[src/rtl/hazard_stall_ctrl.sv]
// hazard_stall_ctrl: ID-stage load-use, branch and mult/div hazard detection with PC/IF-ID freeze and stall counting
module hazard_stall_ctrl #(
    parameter int               REG_AW       = 5,
    parameter int               SRC_W        = 3,
    parameter logic [SRC_W-1:0] LOAD_SRC     = SRC_W'(3'b100),
    parameter bit               BRANCH_IN_ID = 1'b1,
    parameter int               MULDIV_LAT   = 4,
    parameter int               PERF_W       = 16
) (
    input  logic              clk,
    input  logic              rst_n,
    input  logic [31:0]       instr_id,
    input  logic [REG_AW-1:0] rf_wa_exe,
    input  logic [SRC_W-1:0]  rf_wd_src_exe,
    input  logic              we_reg_exe,
    input  logic [REG_AW-1:0] rf_wa_mem,
    input  logic [SRC_W-1:0]  rf_wd_src_mem,
    input  logic              we_reg_mem,
    input  logic              muldiv_start,
    input  logic              perf_clr,
    output logic              pc_enable,
    output logic              ins_nop,
    output logic [2:0]        stall_reason,
    output logic              muldiv_busy,
    output logic [PERF_W-1:0] stall_cycles
);
    localparam int MCW = $clog2(MULDIV_LAT + 1);
    logic [5:0]        op, funct;
    logic [REG_AW-1:0] rs, rt;
    logic              is_r, is_hilo, is_jr, is_md, is_br, rd_rs, rd_rt;
    logic              hit_exe, hit_mem, busy_now;
    logic [2:0]        reason;
    logic [MCW-1:0]    mcnt;
    logic              unused_ok;

    assign op        = instr_id[31:26];
    assign funct     = instr_id[5:0];
    assign rs        = REG_AW'(instr_id[25:21]);
    assign rt        = REG_AW'(instr_id[20:16]);
    assign unused_ok = ^instr_id[15:6];

    assign is_r    = op == 6'd0;
    assign is_hilo = is_r && (funct == 6'b010000 || funct == 6'b010010);
    assign is_jr   = is_r && funct[5:1] == 5'b00100;
    assign is_md   = is_r && funct[5:2] == 4'b0110;
    assign is_br   = BRANCH_IN_ID && (is_jr || op[5:1] == 5'b00010);
    assign rd_rs   = (is_r && !is_hilo) || (op[5:3] == 3'b001 && op != 6'b001111)
                   || op == 6'b100011 || op == 6'b101011 || op[5:1] == 5'b00010;
    assign rd_rt   = (is_r && !is_hilo && !is_jr) || op == 6'b101011 || op[5:1] == 5'b00010;

    // $0 reads are filtered here so no hazard term can ever fire on them
    assign hit_exe = (rd_rs && rs != '0 && rs == rf_wa_exe) || (rd_rt && rt != '0 && rt == rf_wa_exe);
    assign hit_mem = (rd_rs && rs != '0 && rs == rf_wa_mem) || (rd_rt && rt != '0 && rt == rf_wa_mem);
    assign busy_now = muldiv_start || mcnt != '0;

    assign reason[0] = hit_exe && we_reg_exe && rf_wd_src_exe == LOAD_SRC;
    assign reason[1] = is_br && ((hit_exe && we_reg_exe) || (hit_mem && we_reg_mem && rf_wd_src_mem == LOAD_SRC));
    assign reason[2] = (is_hilo || is_md) && busy_now;

    // outputs present a clean, non-stalling view while reset is asserted
    always_comb begin
        stall_reason = rst_n ? reason : 3'b000;
        pc_enable    = ~|stall_reason;
        ins_nop      = |stall_reason;
        muldiv_busy  = rst_n && busy_now;
    end

    // HI/LO busy window: a start (or restart) covers its own cycle plus MULDIV_LAT-1 more
    always_ff @(posedge clk or negedge rst_n) begin
        if (!rst_n)
            mcnt <= '0;
        else if (muldiv_start)
            mcnt <= MCW'(MULDIV_LAT - 1);
        else if (mcnt != '0)
            mcnt <= mcnt - 1'b1;
    end

    // saturating stall-cycle counter; clear wins over increment
    always_ff @(posedge clk or negedge rst_n) begin
        if (!rst_n)
            stall_cycles <= '0;
        else if (perf_clr)
            stall_cycles <= '0;
        else if (ins_nop && !(&stall_cycles))
            stall_cycles <= stall_cycles + 1'b1;
    end
endmodule

[config.mk]
export PLATFORM = sky130hd
export DESIGN_NAME = hazard_stall_ctrl
export DESIGN_NICKNAME = d
export VERILOG_FILES = /design/src/rtl/hazard_stall_ctrl.sv
export SDC_FILE = /design/constraint.sdc
export NUM_CORES = 1
export LEC_CHECK = 0
export CORE_ASPECT_RATIO = 1.5
export CORE_MARGIN = 10
export CORE_UTILIZATION = 43
export DETAILED_ROUTE_END_ITERATION = 10
export GPL_TIMING_DRIVEN = 0
export PLACE_DENSITY = 0.82
export SYNTH_ARGS = -nofsm -noshare
export SYNTH_HDL_FRONTEND = slang
export SYNTH_SLANG_ARGS = --single-unit
[constraint.sdc]
create_clock -name clk -period 5.8 [get_ports clk]
set_input_delay 1.16 -clock clk [delete_from_list [all_inputs] [get_ports clk]]
set_output_delay 1.16 -clock clk [all_outputs]
set_load 0.02 [all_outputs]
== Yosys cells after proc, flatten, opt, wreduce, memory -nomap -nowiden ==
Index checks and enable logic that the tools add are counted.

* Flip-flop bits (word level): 19
* Input bits: 54
* Output and inout bits: 22

* Add/sub/neg operators: 2
* Equality and inequality tests: 15
* Muxes and demuxes: 5
* Reduce and logical (&&, ||, !) cells: 45

{| class="wikitable"
|+ Operators by type and width
! kind !! count
|-
| 2-to-1 mux 16 bit || 2
|-
| == test 5 bit || 4
|-
| logical AND 1 bit || 20
|-
| adder 16 x 1 -> 16 bit (second input constant) || 1
|-
| AND reduction 16 bit || 1
|-
| logical OR 1 bit || 13
|-
| == test 6 x 5 -> 1 bit (second input constant) || 2
|-
| == test 6 bit (second input constant) || 2
|-
| nonzero test 5 bit || 2
|-
| 2-to-1 mux 3 bit || 3
|-
| == test 3 bit (second input constant) || 2
|-
| zero test 6 bit || 1
|-
| inequality test 6 x 4 -> 1 bit (second input constant) || 1
|-
| == test 5 x 2 -> 1 bit (second input constant) || 1
|-
| == test 5 x 3 -> 1 bit (second input constant) || 1
|-
| == test 4 x 3 -> 1 bit (second input constant) || 1
|-
| zero test 1 bit || 4
|-
| nonzero test 2 bit || 2
|-
| == test 3 x 1 -> 1 bit (second input constant) || 1
|-
| nonzero test 3 bit || 1
|-
| OR reduction 3 bit || 1
|-
| subtractor 3 x 1 -> 3 bit (second input constant) || 1
|}

== Longest topological paths before layout ==
Gate-level depths: netlist of the first run.

* Depth after elaboration: 21
* Mapped depth: 11
* Depth with buffers taken out: 9

== Worst setup path before layout of the first run ==
OpenSTA, ideal clock, no wires.

* Kind: input -> output
* Start: input port instr_id[2]
* End: output port ins_nop
* Data arrival time: 3.205 ns
* Required time: 4.640 ns
* Slack: 1.435 ns
* Stages: 7
* Path through: or3b_1 > o311ai_1 > a311oi_1 > o21ai_0 > a21oi_2 > nor3_1 > inv_1

* Longest elaborated chain between the ends: 18
* Elaborated cells between the ends (all ways): 37

{| class="wikitable"
|+ Ends and longest elaborated chain
! what !! RTL line !! source
|-
| start, declared || 12 || <nowiki>input logic [31:0] instr_id,</nowiki>
|-
| == test 6 x 5 -> 1 bit || 43 || <nowiki>assign is_hilo = is_r && (funct == 6'b010000 || funct == 6'b010010);</nowiki>
|-
| logical OR 1 bit || 43 ||
|-
| logical AND 1 bit || 43 ||
|-
| zero test 1 bit || 47, 49 ||
|-
| logical AND 1 bit || 47, 49 ||
|-
| logical OR 1 bit || 47 || <nowiki>assign rd_rs = (is_r && !is_hilo) || (op[5:3] == 3'b001 && op != 6'b001111)</nowiki>
|-
| logical OR 1 bit (3 in a row) || 48 || <nowiki>|| op == 6'b100011 || op == 6'b101011 || op[5:1] == 5'b00010;</nowiki>
|-
| logical AND 1 bit || 52, 53 ||
|-
| logical AND 1 bit || 53 || <nowiki>assign hit_mem = (rd_rs && rs != '0 && rs == rf_wa_mem) || (rd_rt && rt != '0 && rt == rf_wa_mem);</nowiki>
|-
| logical OR 1 bit || 53 ||
|-
| logical AND 1 bit (2 in a row) || 57 || <nowiki>assign reason[1] = is_br && ((hit_exe && we_reg_exe) || (hit_mem && we_reg_mem && rf_wd_src_mem == LOAD_SRC));</nowiki>
|-
| logical OR 1 bit || 57 ||
|-
| logical AND 1 bit * || 57 ||
|-
| 2-to-1 mux 3 bit * || 62 || <nowiki>stall_reason = rst_n ? reason : 3'b000;</nowiki>
|-
| via stall_reason[1] || 23 || <nowiki>output logic [2:0] stall_reason,</nowiki>
|-
| OR reduction 3 bit * || 64 || <nowiki>ins_nop = |stall_reason;</nowiki>
|-
| end, declared || 22 || <nowiki>output logic ins_nop,</nowiki>
|}

Mark *: on every way through the listed nets, which the timed path passes. The rest lies on a longest branch.

== Worst setup path in the final report of the first run ==
* Start: input port rst_n
* End: output port ins_nop

* Longest elaborated chain between the ends: 2

{| class="wikitable"
|+ Ends and longest elaborated chain
! what !! RTL line !! source
|-
| start, declared || 11 || <nowiki>input logic rst_n,</nowiki>
|-
| 2-to-1 mux 3 bit || 62 ||
|-
| OR reduction 3 bit || 64 ||
|}

No other way between the ends.

==> reports/qor.csv, run 1 <==
metric;value;unit
Yosys top cell by area;dfrtp_1;
hold path cells;1;
fillers;296;
Sink Count;19;
max-slew violations;0;
worst path buffer plus inverter count;3;
Final Hold Viols;0;
status;completed;
synthesis-to-layout area growth;49.0;%
Internal Pwr Total;0.000233;W
H-tree levels;1;
Final GP Congestion;0.882;
GRT Resource Usage Total;0.147;
Post-Route WL;4630;um
CTS Buf Count;3;
Routed WL per cell;16.2;um
delay of the slowest critical-path stage;1.09;ns
switching power share of the total;0.266;
CP max stage cell;clkdlybuf4s50_1;
Worst-Skew Late Latency;0.26;ns
Post-Synthesis Cell Area;0.00151;mm^2
Reg power frac;0.445;
Synth Register Bits;19;
FF/Latch Area;475;um^2
count leader, synth;dfrtp_1;
Post-Syn Nets;233;
worst min path class;register to register;
Post-synth ARST share;1.00;
synth cell count leaders;dfrtp_1, xor2_1, a21oi_1;
CP Depth;6;
post-DR vias/cell;5.60;
DP Wirelength;3830;um
ratio of cells with drive above 1 in the final layout;0.0492;
Area contributors post-synth;dfrtp_1, xor2_1, a21oi_1;
Post-Syn Instances;176;
core box area;0.00338;mm^2
Reg2Reg Depth;11;
Diodes inserted;0;
largest net degree at the start of global routing;23;
CP max FO;22;
initial DRC count;36;
Final #Nets;302;
pre-CTS setup slack;0.487;ns
Slew Limit Headroom;0.363;
CP Capture Type;output port;
Syn Area/Cell;8.57;um^2
Pre-antenna DRT Iters;4;
CTS root buffer;clkbuf_8;
Logic pwr share;0.266;
Synth cell types;44;
Clock Path Buffers;2;
non-filler cells, final;286;
multi-input logic area;973;um^2
Post-synth EDFFs;0;
Routed Antenna Nets;0;
P_sw;0.0000843;W
width of the die;68.4;um
crit-path cells;clkdlybuf4s50_1 > o21ai_0 > nor4_1 > nor3_1 > inv_1 > clkdlybuf4s50_1;
Worst setup SP type;input port;
Initial Util;0.446;
dominant synthesized flop cell;dfrtp_1;
Post-Place Cells;282;
Remaining DRCs;0;
Die ar.;0.00633;mm^2
total negative slack;0;ns
fin crit share;0.895;
Row Count;26;
Buffers on Ports;64;
CTS tree;built;
via count;1603;
Reg clk slew, reported paths;0.07;ns
Final setup viols;0;
vias in the first global route;1673;
VDD IR-drop max;0.163;mV
Placed Area;0.00220;mm^2
CTS Hold Buffers Added;0;
Period minus WS final;5.19;ns
synth warn;0;
RSZ-0062 raised after global routing;no;
CP arrival;4.03;ns
cell area after layout;0.00225;mm^2
setup fix buffers added after clock tree synthesis;0;
Slew @ Worst Pin;0.952;ns
# IOs;76;
fmax;0.193;GHz
total power;0.000317;W
Final WS setup;0.609;ns
max_cap viols;0;
GR Overflow Total;0;
clock network fraction of total power;0.289;
die height;92.6;um
cell family with most CP delay;buffers and inverters;
global-route wire length before repair;7560;um
most frequent cell on the critical path;clkdlybuf4s50_1;
pwr dens;141;mW/mm^2
Leakage;0.837;nW
Worst Skew;0.00394;ns
Worst Path Required;4.64;ns
CP Class;input port to output port;
initial antenna violation count;0;
sequential cell area fraction in the yosys report;0.315;
Resized cells post-CTS;0;
share of the synthesized area in the top cell type;0.315;
[metal layers]
metal	vias to the layer above	global-route usage	wire, um
met4	0	0.0404	60
li1	796	-	-
met5	-	0	0
met1	739	0.165	1880
met2	61	0.256	2280
met3	7	0.0446	407
[path summary, 6_finish.rpt]
check                                         start                     endpoint  slack (ns)
worst max-delay path                          rst_n                      ins_nop        0.61
worst min-delay path            mcnt[1]$_DFFE_PN0N_          mcnt[1]$_DFFE_PN0N_        0.49
worst max register to register  mcnt[0]$_DFFE_PN0N_  stall_cycles[7]$_DFFE_PN0P_        3.18
worst min register to register  mcnt[1]$_DFFE_PN0N_          mcnt[1]$_DFFE_PN0N_        0.49
max in group asynchronous                     rst_n  stall_cycles[9]$_DFFE_PN0P_        3.79
min in group asynchronous                     rst_n  stall_cycles[6]$_DFFE_PN0P_        1.42
[sequential cells by signal, indices dropped and copies added, names as in the netlist]
register and count:
stall_cycles 16, mcnt 3
[layout by cell type, fill, tap and decap left out, types with 2 or more instances in the layout]
cell | Yosys | layout
clkdlybuf4s50_1 | 0 | 64
dfrtp_1 | 19 | 19
xor2_1 | 15 | 15
a21oi_1 | 14 | 14
nor2_1 | 12 | 12
o21ai_0 | 11 | 11
nand2_1 | 9 | 9
inv_1 | 9 | 9
or3_1 | 9 | 9
nand3_1 | 8 | 8
nor4_1 | 7 | 7
xnor2_1 | 7 | 7
or4_1 | 6 | 6
nand4_1 | 5 | 5
nor2b_1 | 4 | 4
nor3_1 | 4 | 4
and3_1 | 3 | 3
o31ai_1 | 3 | 3
ha_1 | 3 | 3
clkbuf_8 | 0 | 3
nand2b_1 | 2 | 2
a211o_1 | 2 | 2
[layout make-up]
cell class,count,area share
buffer,4,0.0117
multi-input combinational,144,0.433
clock buffer,3,0.0184
inverter,9,0.0150
tap,42,0.0234
sequential,19,0.211
timing repair buffer,64,0.285
clock inverter,1,0.00223
[stage by stage]
| step | utilization | hold WS, ns |
|---|---|---|
| 5_1_grt | 0.665 | 0.551 |
| 4_1_cts | 0.665 | 0.499 |
| 6_report | 0.665 | 0.489 |
| 3_3_place_gp | 0.651 | 0.474 |
| 2_1_floorplan | - | 0.462 |
| 3_5_place_dp | 0.651 | 0.483 |
[power groups by stage]
stage	registers, W	logic [W]	clock network (W)
2_1_floorplan	0.000143	0.0000371	0
3_3_place_gp	0.000143	0.0000816	0
3_5_place_dp	0.000143	0.0000849	0
4_1_cts	0.000141	0.0000852	0.0000939
5_1_grt	0.000142	0.0000937	0.000101
6_report	0.000141	0.0000842	0.0000918
[logic make-up after synthesis]
kind of cell,after synthesis,synth area share
and+or+nand+nor,76,0.298
DFF,19,0.315
muxes,2,0.0141
xor gates and xnor gates,22,0.128
AOI/OAI and AO/OA,41,0.181
buffers and inverters,13,0.0398
adders and majority gates,3,0.0249
Power figures use the tool's default switching activity.
==> run 2, diff against run 1 <==
Settings changed: CORE_ASPECT_RATIO 1.5 to 0.7.
==> run 2 against run 1 <==
  * Critical path depth stayed put
  * Sequential share of layout area hardly changed
  * Critical path type unchanged
  * Non-clock buffer count stayed put
  * Flip-flop and latch count stayed put
  * Clock power is 1% higher
  * Fmax down 3.7%
  * Clock skew barely moved
  * Design area is 0.22% higher
  * Wire length is 6.8% higher
  * Worst setup slack got worse by 0.20 ns
  * Count of clock-buffer cells in the layout rose by 1
  * Worst hold slack better by 0.0025 ns
==> reports/qor.csv, run 2 (synthesized netlist as in run 1, its figures left out) <==
metric;value;unit
H-tree levels;1;
total negative slack;0;ns
Reg clk slew, reported paths;0.07;ns
width of the die;90.8;um
CTS Buf Count;3;
CTS root buffer;clkbuf_8;
fin crit share;0.929;
Final setup viols;0;
Top reg by flops;stall_cycles;
Period minus WS final;5.39;ns
commonest non-fill, non-tap cells in the layout;clkdlybuf4s50_1, dfrtp_1, xor2_1;
largest net degree at the start of global routing;23;
Final Hold Viols;0;
Routed WL per cell;17.0;um
commonest non-fill, non-tap cell in the layout;clkdlybuf4s50_1;
Post-Route WL;4950;um
CP Class;input port to output port;
Leakage;0.834;nW
pwr dens;141;mW/mm^2
Final #Nets;302;
Diodes inserted;0;
Row Count;17;
max-slew violations;0;
Sink Count;19;
synthesis-to-layout area growth;49.3;%
via count;1616;
# IOs;76;
Final GP Congestion;0.831;
Worst Path Required;4.64;ns
Routed Antenna Nets;0;
max reg flops;16;
max_cap viols;0;
Regs by FF count;stall_cycles (16), mcnt (3);
Worst Skew;0.00347;ns
CTS tree;built;
ratio of cells with drive above 1 in the final layout;0.0451;
Final WS setup;0.412;ns
Worst setup SP type;input port;
Slew @ Worst Pin;0.961;ns
setup fix buffers added after clock tree synthesis;0;
status;completed;
Buffers on Ports;64;
RSZ-0062 raised after global routing;no;
vias in the first global route;1550;
Worst-Skew Late Latency;0.26;ns
CP max FO;22;
Clock Path Buffers;2;
DP Wirelength;4040;um
worst min path class;register to register;
Die ar.;0.00632;mm^2
flop-to-flop setup slack;3.03;ns
global-route wire length before repair;8110;um
pre-CTS setup slack;0.431;ns
Slew Limit Headroom;0.358;
Remaining DRCs;0;
initial antenna violation count;0;
die height;69.6;um
post-DR vias/cell;5.55;
CTS Hold Buffers Added;0;
Initial Util;0.464;
initial DRC count;98;
Resized cells post-CTS;0;
GR Overflow Total;0;
CP Capture Type;output port;
core box area;0.00325;mm^2
fmax;0.186;GHz
Pre-antenna DRT Iters;4;
total power;0.000318;W
GRT Resource Usage Total;0.151;
CP arrival;4.23;ns
Min Hold Slack;0.492;ns
VDD IR-drop max;0.128;mV
-- run 2: area by class of cell --
type / instances / area (um^2)
sequential: 19 / 475
buffer: 4 / 26.3
fill: 274 / 1000
tap: 47 / 58.8
clock buffer: 4 / 45.0
timing repair buffer: 64 / 641
multi-input combinational: 144 / 973
inverter: 9 / 33.8
-- run 2: path summary, 6_finish.rpt --
kind | startpoint | end | cells past startpoint
min in group asynchronous | rst_n | stall_cycles[1]$_DFFE_PN0P_ | 1
setup reg to reg | mcnt[0]$_DFFE_PN0N_ | stall_cycles[15]$_DFFE_PN0P_ | 9
hold reg to reg | mcnt[1]$_DFFE_PN0N_ | mcnt[1]$_DFFE_PN0N_ | 1
setup / recovery | rst_n | ins_nop | 6
hold / removal | mcnt[1]$_DFFE_PN0N_ | mcnt[1]$_DFFE_PN0N_ | 1
max in group asynchronous | rst_n | stall_cycles[15]$_DFFE_PN0P_ | 1
-- run 2: where the power goes --
part           switching, W  internal, W
Clock             0.0000441    0.0000488
Sequential       0.00000276     0.000138
Combinational     0.0000374    0.0000467
Total             0.0000843     0.000234
-- run 2: stage by stage --
| step | utilization | cell area (um^2) | instances |
|---|---|---|---|
| 5_1_grt | 0.692 | 2250 | 291 |
| 6_report | 0.692 | 2250 | 291 |
| 2_1_floorplan | - | 1510 | 176 |
| 3_5_place_dp | 0.679 | 2210 | 287 |
| 4_1_cts | 0.692 | 2250 | 291 |
| 3_3_place_gp | 0.679 | 2210 | 287 |
-- run 2: layer usage --
metal	GRT usage	part of all wire	vias up
met3	0.0453	0.069	2
met1	0.214	0.49	754
li1	-	-	796
met2	0.226	0.44	64
met5	0	0	-
met4	0.0103	0.0061	0
-- run 2: worst max-delay path: stages --
cell             delay [ns]
clkdlybuf4s50_1        1.10
o21ai_0                0.36
nor4_1                 0.68
nor3_1                 0.22
inv_1                  0.10
clkdlybuf4s50_1        0.60
==> run 3, diff against run 2 <==
Settings changed: CORE_UTILIZATION 43 to 40, PLACE_DENSITY 0.82 to 0.77.
Clock period 5.8 ns to 5.2 ns, I/O delays scaled along.
==> run 3 against run 2 <==
  * First-iteration DRC count increased by 23%
  * Worst hold slack improved by 0.0011 ns
  * Utilization down 6.1 points
  * Design area up 0.28%
  * Flip-flop and latch count unchanged
  * Clock power up 12%
  * Power grew 11%
  * Combinational power is 9.6% higher
  * Wire length fell by 6.0%
  * Register-to-register slack got worse by 0.54 ns
  * Critical path type unchanged
  * Highest routed layer unchanged
==> reports/qor.csv, run 3 (synthesized netlist as in run 1, its figures left out) <==
metric;value;unit
Row Count;18;
largest net degree at the start of global routing;23;
CP max FO;4;
commonest non-fill, non-tap cells in the layout;clkdlybuf4s50_1, dfrtp_1, xor2_1;
H-tree levels;1;
Clock Path Buffers;2;
global-route wire length before repair;7200;um
Pre-antenna DRT Iters;4;
fin crit share;0.934;
width of the die;93.4;um
CTS root buffer;clkbuf_8;
cell area after layout;0.00226;mm^2
Placed Area;0.00221;mm^2
max reg flops;16;
CTS Hold Buffers Added;0;
initial antenna violation count;0;
CP Capture Type;output port;
Top reg by flops;stall_cycles;
Worst-Skew Late Latency;0.26;ns
Buffers on Ports;64;
Leakage;0.843;nW
via count;1585;
total negative slack;0;ns
Remaining DRCs;0;
Regs by FF count;stall_cycles (16), mcnt (3);
Routed Antenna Nets;0;
CTS tree;built;
max_cap viols;0;
max-slew violations;0;
RSZ-0062 raised after global routing;no;
setup fix buffers added after clock tree synthesis;0;
Worst Path Required;4.16;ns
Post-Place Cells;290;
vias in the first global route;1426;
die height;71.4;um
status;completed;
CP arrival;3.81;ns
VDD IR-drop max;0.175;mV
CP Class;input port to output port;
Die ar.;0.00667;mm^2
Final #Nets;302;
total power;0.000353;W
Final Hold Viols;0;
GRT Resource Usage Total;0.130;
CTS Buf Count;3;
pwr dens;156;mW/mm^2
Worst Skew;0.00175;ns
GR Overflow Total;0;
Final GP Congestion;0.807;
non-filler cells, final;294;
fmax;0.206;GHz
Post-Route WL;4650;um
initial DRC count;121;
Slew @ Worst Pin;0.947;ns
Reg clk slew, reported paths;0.07;ns
DP Wirelength;3850;um
commonest non-fill, non-tap cell in the layout;clkdlybuf4s50_1;
# IOs;76;
worst min path class;register to register;
Initial Util;0.421;
post-DR vias/cell;5.39;
Diodes inserted;0;
Slew Limit Headroom;0.368;
ratio of cells with drive above 1 in the final layout;0.0451;
Worst setup SP type;input port;
synthesis-to-layout area growth;49.8;%
Period minus WS final;4.85;ns
core box area;0.00358;mm^2
Routed WL per cell;15.8;um
Sink Count;19;
Final setup viols;0;
[run 3: changes by cell type in the layout (fill, tap and decap cells not counted), sizes merged]
cell	before	now
clkdlybuf4s50	64	63
dlymetal6s2s	0	1
[run 3: worst paths after layout]
check                                    start                          end  slack, ns  cells past startpoint
min in group asynchronous                rst_n  stall_cycles[9]$_DFFE_PN0P_       0.92                      1
setup reg to reg           mcnt[0]$_DFFE_PN0N_  stall_cycles[6]$_DFFE_PN0P_       2.49                     11
hold reg to reg            mcnt[1]$_DFFE_PN0N_          mcnt[1]$_DFFE_PN0N_       0.49                      1
max in group asynchronous                rst_n  stall_cycles[3]$_DFFE_PN0P_       3.70                      1
setup / recovery                   instr_id[4]                    pc_enable       0.35                      8
hold / removal             mcnt[1]$_DFFE_PN0N_          mcnt[1]$_DFFE_PN0N_       0.49                      1
[run 3: area by class of cell]
cell class,count,area [um^2]
Buffer,4,26.3
Clock buffer,4,45.0
Fill cell,314,1320
Inverter,9,33.8
Multi-Input combinational cell,144,973
Sequential cell,19,475
Tap cell,50,62.6
Timing Repair Buffer,64,643
[run 3: per-stage QoR]
stage	setup slack [ns]	hold slack, ns	util
2_1_floorplan	1.07	0.462	-
3_3_place_gp	0.112	0.479	0.618
3_5_place_dp	0.0439	0.482	0.618
4_1_cts	0.0423	0.498	0.630
5_1_grt	0.0747	0.508	0.631
6_report	0.346	0.493	0.631
[run 3: timing repair]
item                                    CTS  global route
hold endpoints to repair                  0             0
gates resized for setup                   0             1
endpoints found under the setup margin    0             3
[run 3: report_power, final]
part           internal (W)  switching, W  leakage, nW  total (W)
Combinational     0.0000519     0.0000403        0.562  0.0000922
Sequential         0.000154    0.00000313        0.258   0.000157
Clock             0.0000545     0.0000495       0.0228   0.000104
[run 3: worst max-delay path, stage by stage]
cell	delay, ns
clkdlybuf4s50_1	0.46
or3b_1	0.38
o311ai_1	0.31
a311oi_1	0.22
o21ai_0	0.15
a21oi_2	0.12
nor3_1	0.44
clkdlybuf4s50_1	0.70
[run 3: routing by layer]
| metal | wire length (um) | part of all wire | track usage |
|---|---|---|---|
| met1 | 2100 | 0.45 | 0.172 |
| met2 | 2270 | 0.49 | 0.212 |
| met3 | 249 | 0.054 | 0.0291 |
| met4 | 29 | 0.0062 | 0.0256 |
| met5 | 0 | 0 | 0 |
==> patch 1, RTL diff (config.mk and constraints of run 3) <==
Reset style: synchronous (`rst_n`), changed in 2 clocked blocks.
--- a/src/rtl/hazard_stall_ctrl.sv
+++ b/src/rtl/hazard_stall_ctrl.sv
@@ -68,3 +68,3 @@
     // HI/LO busy window: a start (or restart) covers its own cycle plus MULDIV_LAT-1 more
-    always_ff @(posedge clk or negedge rst_n) begin
+    always_ff @(posedge clk) begin
         if (!rst_n)
@@ -78,3 +78,3 @@
     // saturating stall-cycle counter; clear wins over increment
-    always_ff @(posedge clk or negedge rst_n) begin
+    always_ff @(posedge clk) begin
         if (!rst_n)
Function: differs if rst_n is asserted again (counterexample within 4 cycles, from zero or initial values and one cycle with rst_n low); with rst_n held inactive, the same outputs for 10 cycles.
==> patch 1 against run 3 <==
- sequential cell count did not move
- worst setup slack worse by 0.12 ns
- area after synthesis fell by 0.25%
- hold slack is essentially flat
- total power is 4.0% lower
- design area is 0.17% higher
- routed wire length rose by 3.1%
==> patch 1: results (changes against run 3) <==
[run_status]
outcome = completed

[synthesis]
yosys_warnings = 0  ; unchanged
seq_area_frac_synth = 0.253  ; -0.0624
syn-num-nets = 245  ; +5.2%
ys_top_cells_by_area = dfxtp_1, xor2_1, xnor2_1
postSynth.asyncResetShare = 0  ; -1.00
ys_top_cells_by_count = dfxtp_1, nand2_1, xor2_1
yosysUniqueCellTypes = 50  ; +14%

[placement]
port_buffers = 65  ; +1.6%
dp_hpwl_um = 4030  ; +4.7%
routabilityCongestion = 0.865  ; +7.3%

[finish]
antenna_cells = 0  ; unchanged
final_nets = 315  ; +4.3%
reg_top3 = stall_cycles (16), mcnt (3)
drive_gt1_frac = 0.0623  ; +0.0172

[cts]
clk_path_buf_depth = 2  ; unchanged
clk_pin_slew_ns = 0.07  ; about the same
clock_latency_ns = 0.26  ; about the same
cts_inserted_buffers = 3  ; unchanged
cts-root-buf = clkbuf_8
h-tree-depth = 1  ; unchanged
cts_resized = 0  ; unchanged
postCtsSetupRepairBufs = 0  ; unchanged

[routing]
drt_iter0_drc = 84  ; -31%
wl_per_cell_um = 15.6  ; -1.3%
first_pass_iters = 4  ; unchanged
num_vias = 1623  ; +2.4%

[timing]
fin_skew_ns = 0.00514  ; +0.00338 ns
relSlewSlack = 0.740  ; +0.372

[critical_path]
worstPathArrival_ns = 3.93  ; +0.12 ns
max_stage_delay_ns = 0.66  ; -0.04 ns
r2r-start = mcnt[0]$_SDFFE_PN0N_
slowest_stage = clkdlybuf4s50_1
path_max_fanout = 4  ; unchanged
crit_start = instr_id[4]

[global_route]
antenna_found_initial = 0  ; unchanged
grt_pass1_vias = 1531  ; +7.4%
grt_pass1_wl_um = 7880  ; +9.4%
grt_usage = 0.141  ; +0.0114
grt_max_degree = 11  ; -52%

[pwr]
power_leakage_nw = 0.796  ; -5.6%
ir_drop_v = 0.000128  ; -27%

[worst_hold_path]
hp-class = flip-flop to flip-flop
min_from = stall_cycles[9]$_SDFFE_PP0P_

patch 1: routing by layer:
metal / global-route usage / part of all wire / wire length, um / vias up
met2: 0.221 / 0.46 / 2190 / 44
li1: - / - / - / 827
met4: 0.0205 / 0.0060 / 29 / 0
met1: 0.196 / 0.48 / 2330 / 750
met5: 0 / 0 / 0 / -
met3: 0.0323 / 0.052 / 247 / 2
patch 1: worst max-delay path, delay by kind of cell:
family	cells	cell delay [ns]
AO/OA/AOI/OAI	3	0.86
buffers and inverters	2	1.13
AND/OR/NAND/NOR	4	0.90
patch 1: cell families after synthesis:
logic type	count (synthesis)	share of synthesized area
mux	3	0.0200
compound gates	40	0.182
xor+xnor	22	0.128
flops	19	0.253
simple gates	89	0.343
buf+inv	12	0.0490
fa+ha+maj	3	0.0249
patch 1: path summary, 6_finish.rpt:
| check | cells after the start | slack, ns | end |
|---|---|---|---|
| min | 2 | 0.49 | stall_cycles[9]$_SDFFE_PP0P_ |
| min reg2reg | 2 | 0.49 | stall_cycles[9]$_SDFFE_PP0P_ |
| max reg2reg | 10 | 2.87 | stall_cycles[9]$_SDFFE_PP0P_ |
| max | 9 | 0.23 | pc_enable |
patch 1: where the power goes:
group | total (mW) | switching [mW] | internal, mW
sequential | 0.149 | 0.000974 | 0.148
combinational | 0.0876 | 0.0372 | 0.0505
clock | 0.103 | 0.0482 | 0.0545
total | 0.339 | 0.0863 | 0.253
patch 1: final cells by class:
cell class,count,area (um^2)
Buffer,4,43.8
Sequential cell,19,380
Multi-Input combinational cell,157,1050
Timing Repair Buffer,65,651
Fill cell,311,1320
Inverter,8,30.0
Tap cell,50,62.6
Clock buffer,4,45.0
patch 1: through the flow:
step / area, um^2 / utilization / worst slack (ns) / std cells
finish: 2260 / 0.632 / 0.227 / 307
global route: 2260 / 0.632 / 0.0888 / 307
CTS: 2260 / 0.632 / 0.199 / 307
detailed placement: 2220 / 0.619 / 0.213 / 303
global placement: 2220 / 0.619 / 0.244 / 303
floorplan: 1510 / - / 0.780 / 188
==> patch 2, RTL diff (config.mk and constraints of run 3) <==
Made on the original files. Set the parameter `BRANCH_IN_ID` to 1'b0 (it was 1'b1).
--- a/src/rtl/hazard_stall_ctrl.sv
+++ b/src/rtl/hazard_stall_ctrl.sv
@@ -5,3 +5,3 @@
     parameter logic [SRC_W-1:0] LOAD_SRC     = SRC_W'(3'b100),
-    parameter bit               BRANCH_IN_ID = 1'b1,
+    parameter bit               BRANCH_IN_ID = 1'b0,
     parameter int               MULDIV_LAT   = 4,
Behaviour: not the same (a bounded check fails within 4 cycles, from zero or initial values and one cycle with rst_n low).
==> patch 2 against run 3 <==
- total power fell by 4.3%
- area after synthesis decreased by 8.0%
- routed wire length fell by 13%
- clock skew is essentially flat
- first-iteration DRC count is 9.1% lower
- sequential power is essentially flat
- sequential cell count stayed put
- largest cell class unchanged
- critical endpoint unchanged
- worst setup slack better by 0.033 ns
- final cell count is 6.8% lower
- design area decreased by 9.5%
- largest power group unchanged
==> patch 2: results (changes against run 3) <==
[cts]
clk_path_buf_depth = 2  ; unchanged
h-tree-depth = 1  ; unchanged
clock_latency_ns = 0.25

[finish]
drive_gt1_frac = 0.0749  ; +0.0298
reg_top3 = stall_cycles (16), mcnt (3)
final_nets = 285  ; -5.6%
area_delta_synth_final_pct = 47.3

[critical_path]
max_stage_delay_ns = 0.62  ; -0.08 ns
path_max_fanout = 3  ; -1
ff2ff_path_depth = 10  ; -1
slowest_stage = clkdlybuf4s50_1

[pwr]
power_leakage_nw = 0.805  ; -4.6%
ir_drop_v = 0.000155  ; -11%

[run_status]
outcome = completed

[synthesis]
seq_area_frac_synth = 0.343  ; +0.0276
ys_top_cells_by_area = dfrtp_1, xnor2_1, a21oi_1
ys_top_cells_by_count = dfrtp_1, nor2_1, a21oi_1
postSynth.asyncResetShare = 1.00  ; unchanged
syn-num-nets = 225  ; -3.4%

[global_route]
grt_usage = 0.125  ; -0.00493
antenna_found_initial = 0  ; unchanged
grt_pass1_vias = 1444  ; +1.3%
grt_pass1_wl_um = 6770  ; -6.0%
grt_max_degree = 22  ; -4.3%

[routing]
avgViaCountPerCell = 5.45  ; +1.1%
drt_iter0_drc = 110  ; -9.1%
first_pass_iters = 4  ; unchanged
wl_um = 4050  ; -13%

[placement]
port_buffers = 55  ; -14%
routabilityCongestion = 0.828  ; +2.7%
pre_cts_slack_ns = 0.185  ; +0.142 ns
dp_hpwl_um = 3380  ; -12%

[timing]
fin_skew_ns = 0.00199  ; +0.000241 ns
tightest_slew_ns = 0.949  ; +0.00199 ns

[worst_hold_path]
hp-class = flip-flop to flip-flop

[patch 2: cells by family after synthesis]
| family | count (synthesis) | share of synthesized area |
|---|---|---|
| buf+inv | 16 | 0.0559 |
| fa+ha+maj | 3 | 0.0271 |
| xor+xnor | 11 | 0.0694 |
| flops | 19 | 0.343 |
| compound gates | 40 | 0.188 |
| simple gates | 77 | 0.307 |
| mux | 1 | 0.00811 |
| other cells | 1 | 0.00270 |
[patch 2: stage by stage]
stage	power (mW)	cells	cell area [um^2]	utilization
after floorplan	0.199	168	1390	-
after global placement	0.239	270	2000	0.618
after detailed placement	0.241	270	2000	0.618
after CTS	0.342	274	2040	0.632
after global routing	0.360	274	2040	0.632
final	0.338	274	2040	0.632
[patch 2: final timing paths]
check,from,end,slack (ns)
setup / recovery,instr_id[4],pc_enable,0.38
hold / removal,mcnt[1]$_DFFE_PN0N_,mcnt[1]$_DFFE_PN0N_,0.50
setup reg to reg,mcnt[0]$_DFFE_PN0N_,stall_cycles[13]$_DFFE_PN0P_,2.63
hold reg to reg,mcnt[1]$_DFFE_PN0N_,mcnt[1]$_DFFE_PN0N_,0.50
max in group asynchronous,rst_n,stall_cycles[8]$_DFFE_PN0P_,3.70
min in group asynchronous,rst_n,stall_cycles[1]$_DFFE_PN0P_,0.92
[patch 2: where the power goes]
| part | internal [mW] | switching, mW |
|---|---|---|
| Sequential | 0.154 | 0.00334 |
| Combinational | 0.0449 | 0.0350 |
| Clock | 0.0544 | 0.0465 |
| Total | 0.253 | 0.0849 |
[patch 2: timing repair]
| action | CTS | global route |
|---|---|---|
| resized for setup | 0 | 1 |
| hold buffers | 0 | 0 |
| endpoints found under the setup margin | 0 | 1 |
[patch 2: per-layer routing]
layer | up-vias | track usage | share of wire
met2 | 44 | 0.205 | 0.47
met4 | 0 | 0.0157 | 0.0067
met3 | 6 | 0.0431 | 0.067
met5 | - | 0 | 0
met1 | 711 | 0.159 | 0.45
li1 | 732 | - | -
[patch 2: final cells by class]
cell class | count | area (um^2)
tap | 47 | 58.8
fill | 284 | 1190
clock buffer | 4 | 45.0
timing repair buffer | 55 | 553
sequential | 19 | 475
multi-input combinational | 133 | 835
inverter | 12 | 45.0
buffer | 4 | 32.5
